### src/rtl/mem_stage.sv
// mem_stage: memory stage of a small in-order pipeline.
//
// Non-memory instructions from EX are passed to writeback one cycle later.
// Aligned loads and stores run a single-beat bus transaction. The stage stalls
// EX while that transaction is outstanding. Misaligned accesses, and requests
// with both read and write set, are not sent to the bus. They retire as a
// faulting writeback with the register write suppressed.
//
// Configuration macro: MEM_TIMEOUT_EN
//   When defined, a bus transaction with no dm_ack for TIMEOUT_CYCLES BUS
//   cycles is aborted and retires with mem_fault. When undefined, the stage
//   waits for dm_ack indefinitely.
//
// Ports
//   clk_i, rst_i          clock; asynchronous active-high reset
//   ex_valid_i            EX presents a completed instruction
//   ex_mem_read_i         load request
//   ex_mem_write_i        store request
//   ex_addr_i             data memory byte address
//   ex_wdata_i            store data
//   ex_result_i           ALU result for non-memory instructions
//   ex_dest_reg_i         destination register index
//   ex_w_enable_i         register write request
//   stall_o               high while a bus transaction is outstanding
//   dm_req_o, dm_we_o     bus request and write strobe
//   dm_addr_o, dm_wdata_o bus address and write data
//   dm_rdata_i, dm_ack_i  bus read data and one-cycle completion pulse
//   wb_valid_o            one-cycle writeback strobe
//   wb_data_o             writeback value
//   wb_dest_reg_o         writeback register index
//   wb_w_enable_o         register file write enable (qualified by wb_valid_o)
//   mem_fault_o           one-cycle fault strobe, coincident with wb_valid_o

module mem_stage #(
  parameter int TIMEOUT_CYCLES = 16
) (
  input  logic        clk_i,
  input  logic        rst_i,
  input  logic        ex_valid_i,
  input  logic        ex_mem_read_i,
  input  logic        ex_mem_write_i,
  input  logic [31:0] ex_addr_i,
  input  logic [31:0] ex_wdata_i,
  input  logic [31:0] ex_result_i,
  input  logic [2:0]  ex_dest_reg_i,
  input  logic        ex_w_enable_i,
  output logic        stall_o,
  output logic        dm_req_o,
  output logic        dm_we_o,
  output logic [31:0] dm_addr_o,
  output logic [31:0] dm_wdata_o,
  input  logic [31:0] dm_rdata_i,
  input  logic        dm_ack_i,
  output logic        wb_valid_o,
  output logic [31:0] wb_data_o,
  output logic [2:0]  wb_dest_reg_o,
  output logic        wb_w_enable_o,
  output logic        mem_fault_o
);

  typedef enum logic {
    IDLE = 1'b0,
    BUS  = 1'b1
  } stateT;

  // Reject a zero-length timeout at elaboration time.
  if (TIMEOUT_CYCLES < 1) begin : gBadTimeout
    $error("mem_stage: TIMEOUT_CYCLES must be at least 1");
  end

  stateT       state_q, state_d;
  logic        dmReq_q, dmReq_d;
  logic        dmWe_q, dmWe_d;
  logic [31:0] dmAddr_q, dmAddr_d;
  logic [31:0] dmWdata_q, dmWdata_d;
  logic [2:0]  memDest_q, memDest_d;
  logic        wbValid_q, wbValid_d;
  logic [31:0] wbData_q, wbData_d;
  logic [2:0]  wbDest_q, wbDest_d;
  logic        wbWen_q, wbWen_d;
  logic        fault_q, fault_d;
  logic        busAbort;

`ifdef MEM_TIMEOUT_EN
  localparam int CntW = $clog2(TIMEOUT_CYCLES + 1);
  logic [CntW-1:0] busCnt_q, busCnt_d;
`endif

  // Request decode for the instruction EX is presenting.
  logic isMemOp, isLegalMem;
  assign isMemOp    = ex_mem_read_i | ex_mem_write_i;
  assign isLegalMem = (ex_mem_read_i ^ ex_mem_write_i) && (ex_addr_i[1:0] == 2'b00);

  // busCnt_q holds the number of BUS cycles already elapsed. The abort
  // therefore fires in the TIMEOUT_CYCLES-th BUS cycle, so dm_req is high for
  // exactly TIMEOUT_CYCLES cycles. An ack in that same cycle still wins.
`ifdef MEM_TIMEOUT_EN
  assign busAbort = (busCnt_q == CntW'(TIMEOUT_CYCLES - 1));
`else
  assign busAbort = 1'b0;
`endif

  // Next-state and output-register logic.
  always_comb begin
    state_d   = state_q;
    dmReq_d   = dmReq_q;
    dmWe_d    = dmWe_q;
    dmAddr_d  = dmAddr_q;
    dmWdata_d = dmWdata_q;
    memDest_d = memDest_q;
    wbValid_d = 1'b0;
    wbData_d  = wbData_q;
    wbDest_d  = wbDest_q;
    wbWen_d   = wbWen_q;
    fault_d   = 1'b0;
`ifdef MEM_TIMEOUT_EN
    busCnt_d  = busCnt_q;
`endif

    unique case (state_q)
      IDLE: begin
        if (ex_valid_i) begin
          if (!isMemOp) begin
            wbValid_d = 1'b1;
            wbData_d  = ex_result_i;
            wbDest_d  = ex_dest_reg_i;
            wbWen_d   = ex_w_enable_i;
          end else if (isLegalMem) begin
            dmReq_d   = 1'b1;
            dmWe_d    = ex_mem_write_i;
            dmAddr_d  = ex_addr_i;
            dmWdata_d = ex_wdata_i;
            memDest_d = ex_dest_reg_i;
            state_d   = BUS;
`ifdef MEM_TIMEOUT_EN
            busCnt_d  = '0;
`endif
          end else begin
            wbValid_d = 1'b1;
            wbData_d  = 32'd0;
            wbDest_d  = ex_dest_reg_i;
            wbWen_d   = 1'b0;
            fault_d   = 1'b1;
          end
        end
      end

      BUS: begin
`ifdef MEM_TIMEOUT_EN
        busCnt_d = busCnt_q + 1'b1;
`endif
        if (dm_ack_i) begin
          dmReq_d   = 1'b0;
          dmWe_d    = 1'b0;
          wbValid_d = 1'b1;
          wbData_d  = dmWe_q ? 32'd0 : dm_rdata_i;
          wbDest_d  = memDest_q;
          wbWen_d   = ~dmWe_q;
          state_d   = IDLE;
`ifdef MEM_TIMEOUT_EN
          busCnt_d  = '0;
`endif
        end else if (busAbort) begin
          dmReq_d   = 1'b0;
          dmWe_d    = 1'b0;
          wbValid_d = 1'b1;
          wbData_d  = 32'd0;
          wbDest_d  = memDest_q;
          wbWen_d   = 1'b0;
          fault_d   = 1'b1;
          state_d   = IDLE;
`ifdef MEM_TIMEOUT_EN
          busCnt_d  = '0;
`endif
        end
      end

      default: state_d = IDLE;
    endcase
  end

  // State and output registers. Reset also abandons any bus transaction.
  always_ff @(posedge clk_i or posedge rst_i) begin
    if (rst_i) begin
      state_q   <= IDLE;
      dmReq_q   <= 1'b0;
      dmWe_q    <= 1'b0;
      dmAddr_q  <= 32'd0;
      dmWdata_q <= 32'd0;
      memDest_q <= 3'd0;
      wbValid_q <= 1'b0;
      wbData_q  <= 32'd0;
      wbDest_q  <= 3'd0;
      wbWen_q   <= 1'b0;
      fault_q   <= 1'b0;
`ifdef MEM_TIMEOUT_EN
      busCnt_q  <= '0;
`endif
    end else begin
      state_q   <= state_d;
      dmReq_q   <= dmReq_d;
      dmWe_q    <= dmWe_d;
      dmAddr_q  <= dmAddr_d;
      dmWdata_q <= dmWdata_d;
      memDest_q <= memDest_d;
      wbValid_q <= wbValid_d;
      wbData_q  <= wbData_d;
      wbDest_q  <= wbDest_d;
      wbWen_q   <= wbWen_d;
      fault_q   <= fault_d;
`ifdef MEM_TIMEOUT_EN
      busCnt_q  <= busCnt_d;
`endif
    end
  end

  assign stall_o       = (state_q == BUS);
  assign dm_req_o      = dmReq_q;
  assign dm_we_o       = dmWe_q;
  assign dm_addr_o     = dmAddr_q;
  assign dm_wdata_o    = dmWdata_q;
  assign wb_valid_o    = wbValid_q;
  assign wb_data_o     = wbData_q;
  assign wb_dest_reg_o = wbDest_q;
  assign wb_w_enable_o = wbWen_q;
  assign mem_fault_o   = fault_q;

endmodule
### config.mk
export PLATFORM = sky130hd
export DESIGN_NAME = mem_stage
export DESIGN_NICKNAME = d
export VERILOG_FILES = /design/src/rtl/mem_stage.sv
export SDC_FILE = /design/constraint.sdc
export NUM_CORES = 1
export LEC_CHECK = 0
export ABC_AREA = 1
export CORE_ASPECT_RATIO = 0.6
export CORE_MARGIN = 5
export CORE_UTILIZATION = 40
export CTS_BUF_LIST = sky130_fd_sc_hd__clkbuf_8
export DETAILED_ROUTE_END_ITERATION = 12
export PLACE_DENSITY = 0.88
export SKIP_CTS_REPAIR_TIMING = 1
export SYNTH_ARGS = -nofsm -noshare
export SYNTH_HDL_FRONTEND = slang
export SYNTH_SLANG_ARGS = --single-unit
### constraint.sdc
create_clock -name clk_i -period 5.2 [get_ports clk_i]
set_input_delay 1.04 -clock clk_i [delete_from_list [all_inputs] [get_ports clk_i]]
set_output_delay 1.04 -clock clk_i [all_outputs]
set_load 0.05 [all_outputs]
==> flow_summary.yaml <==
clocking:
  clock_path_buffers: 2
  clkTransAtPathRegs_ns: 0.10
  worstSkewPairLatency_ns: 0.36
  cts_buffers: 9
  cts.sinks: 108
  htreeDepth: 3
  cts_tree: "done"
  clockRootBuffer: "clkbuf_8"
critical_path:
  reg2reg_from: "stall_o$_DFF_PP0_"
  crit_slowest_cell: "nand2_2"
  critPathLaunchType: "input pin"
  cp.required_ns: 5.44
  worstSetupStartpoint: "ex_mem_read_i"
  cp_slowest_stage_delay_ns: 0.52
  worstSetupPathType: "in -> reg"
  arrival_ns: 3.25
  cp.buffers_inverters: 3
  cp_top_family: "simple AND/OR/NAND/NOR gates"
  crit_chain: "clkdlybuf4s50_1 > inv_1 > ha_1 > nand2_1 > inv_1 > nand2_2 > nand2_4 > nand2_1 > nand2_1"
  worst_path_most_repeated_cell: "nand2_1"
  critPathMaxFanout: 37
  cp-end-kind: "register"
detailed_routing:
  vias_per_cell: 4.56
  ant_nets: 0
  post-route-drc-count: 0
  drt_iter0_drc: 218
  vias: 4457
  wl_per_cell_microns: 14.3
  wl_microns: 14000
  detail_route.first_pass.iterations: 5
global_routing:
  grt_pass1_wl_microns: 21900
  grt_pass1_vias: 4246
  grt_overflow: 0
  grt_antenna_before_repair: 0
  grt_start_max_net_pins: 70
  track_usage_pct: 19.5
timing:
  hold_violations: 0
  min_period_over_period_pct: 57.9
  slew_headroom_pct: 32.3
  max_freq_ghz: 0.332
  setup_tns_ns: 0
  worst_pin_slew_ns: 1.02
  drv_slew: 0
  setup_violations: 0
  rsz0062_at_grt: "no"
  finClkSkew_ns: 0.00503
  period_needed_ns: 3.01
die:
  fp.dieH_microns: 93.8
  coreArea_sq_um: 11400
  initial_utilization_pct: 41.1
  die_width_microns: 150
  row_count: 30
  io_pins: 243
  die_area_sq_um: 14000
logic_synthesis:
  syn_area_sq_um: 4680
  avgSynthCellArea_sq_um: 8.00
  syn-num-nets: 725
  postSynthCellCount: 585
  synth_seq_cells: 108
  ys_seq_area_share_pct: 57.8
  synth.distinct_cells: 19
  synth_warnings: 0
placed_design:
  portBuffers: 242
  post-dp-hpwl_microns: 10600
  dpl_cell_area_sq_um: 7150
  gp_congestion: 0.850
cells_and_area:
  seqCellArea_sq_um: 2700
  multiInputGateArea_sq_um: 1740
  area_delta_synth_final_pct: 57.6
  layout_commonest_cell: "nand2_1"
  final_cell_mix: "nand2_1, clkdlybuf4s50_1, dfrtp_1"
  design_area_sq_um: 7380
  drive_gt1_share_pct: 3.79
  fin_nets: 952
  fill_cells: 962
  num_antenna_cells: 0
power_and_ir_drop:
  power.leakage_nw: 3.69
  power_density_nw_per_um2: 414
  peakVddDrop_v: 0.000277
hold_path:
  worstHoldPathType: "reg -> reg"
  worstHoldStart: "wb_data_o[15]$_DFFE_PP0P_"
status:
  status: "finished clean"
job:
  maxCapViolations: 0
## stage by stage
stage          hold WS (ns)  worst slack (ns)  utilization (%)  std cells  power [W]
2_1_floorplan         0.453              1.31                -        585    0.00197
3_3_place_gp          0.454              1.89             62.9        961    0.00249
3_5_place_dp          0.458              1.79             62.9        961    0.00252
4_1_cts               0.482              2.19             64.9        977    0.00309
5_1_grt               0.507              2.03             64.9        977    0.00320
6_report              0.479              2.19             64.9        977    0.00305
## area by class of cell
cell class / instances / area share [%]
sequential: 108 / 36.6
tap: 160 / 2.71
multi-input combinational: 433 / 23.6
inverter: 14 / 0.746
clock inverter: 6 / 1.20
timing repair buffer: 246 / 33.2
clock buffer: 10 / 1.87
## synth_stat cells
library cell	instances	area [sq um]
buf_6	2	22.5
a21oi_2	1	8.76
o21ai_0	8	40.0
nand2_2	5	31.3
nand4_1	1	6.26
ha_1	2	25.0
inv_2	2	7.51
nand2_1	368	1380
nand3_1	38	190
buf_4	11	82.6
dfrtp_1	108	2700
nor2_4	1	11.3
inv_1	12	45.0
clkbuf_1	4	15.0
nand2_4	1	11.3
nor2_2	1	6.26
nor3_1	1	5.00
buf_2	13	65.1
nor2_1	6	22.5
## layer usage
metal,up-vias,routed length [microns],track usage [%]
li1,2233,-,-
met1,2046,6010,26.0
met2,169,6380,31.1
met3,9,1480,7.33
met4,0,95,3.50
met5,-,0,0
## power breakdown
group	internal, W	total (W)	switching (W)	leakage, nW
clock	0.000285	0.000557	0.000273	0.114
combinational	0.000466	0.00137	0.000902	2.19
sequential	0.00102	0.00113	0.000108	1.39
total	0.00177	0.00305	0.00128	3.69
## kinds of logic (layout without fill, tap and decap cells)
| group | after synthesis | in the layout | share of synthesized area (%) |
|---|---|---|---|
| AO/OA/AOI/OAI | 9 | 9 | 1.04 |
| flip-flops | 108 | 108 | 57.8 |
| AND/OR/NAND/NOR | 422 | 422 | 35.6 |
| adder cells (fa/ha/maj) | 2 | 2 | 0.535 |
| buffers and inverters | 44 | 276 | 5.08 |
## worst min-delay path, stage by stage (launching register included)
cell and delay, ns:
dfrtp_1 0.35, nand2_1 0.05, nand2_1 0.05
## final timing paths
kind                            cells past startpoint                         end  slack [ns]
worst min-delay path                                2   wb_data_o[15]$_DFFE_PP0P_        0.48
max in group asynchronous                           3  dm_wdata_o[20]$_DFFE_PP0P_        3.39
worst max register to register                      6   wb_data_o[17]$_DFFE_PP0P_        2.99
min in group asynchronous                           3   wb_data_o[22]$_DFFE_PP0P_        1.18
worst min register to register                      2   wb_data_o[15]$_DFFE_PP0P_        0.48
worst max-delay path                                9   wb_data_o[17]$_DFFE_PP0P_        2.19
## state kept, by name, indices dropped and copies added (netlist names), 3 cells and up
signal	count
wb_data_o	32
wb_dest_reg_o	3
dm_wdata_o	32
dm_addr_o	32
memDest_q	3
Note: power is estimated with default switching activity, not from simulation.
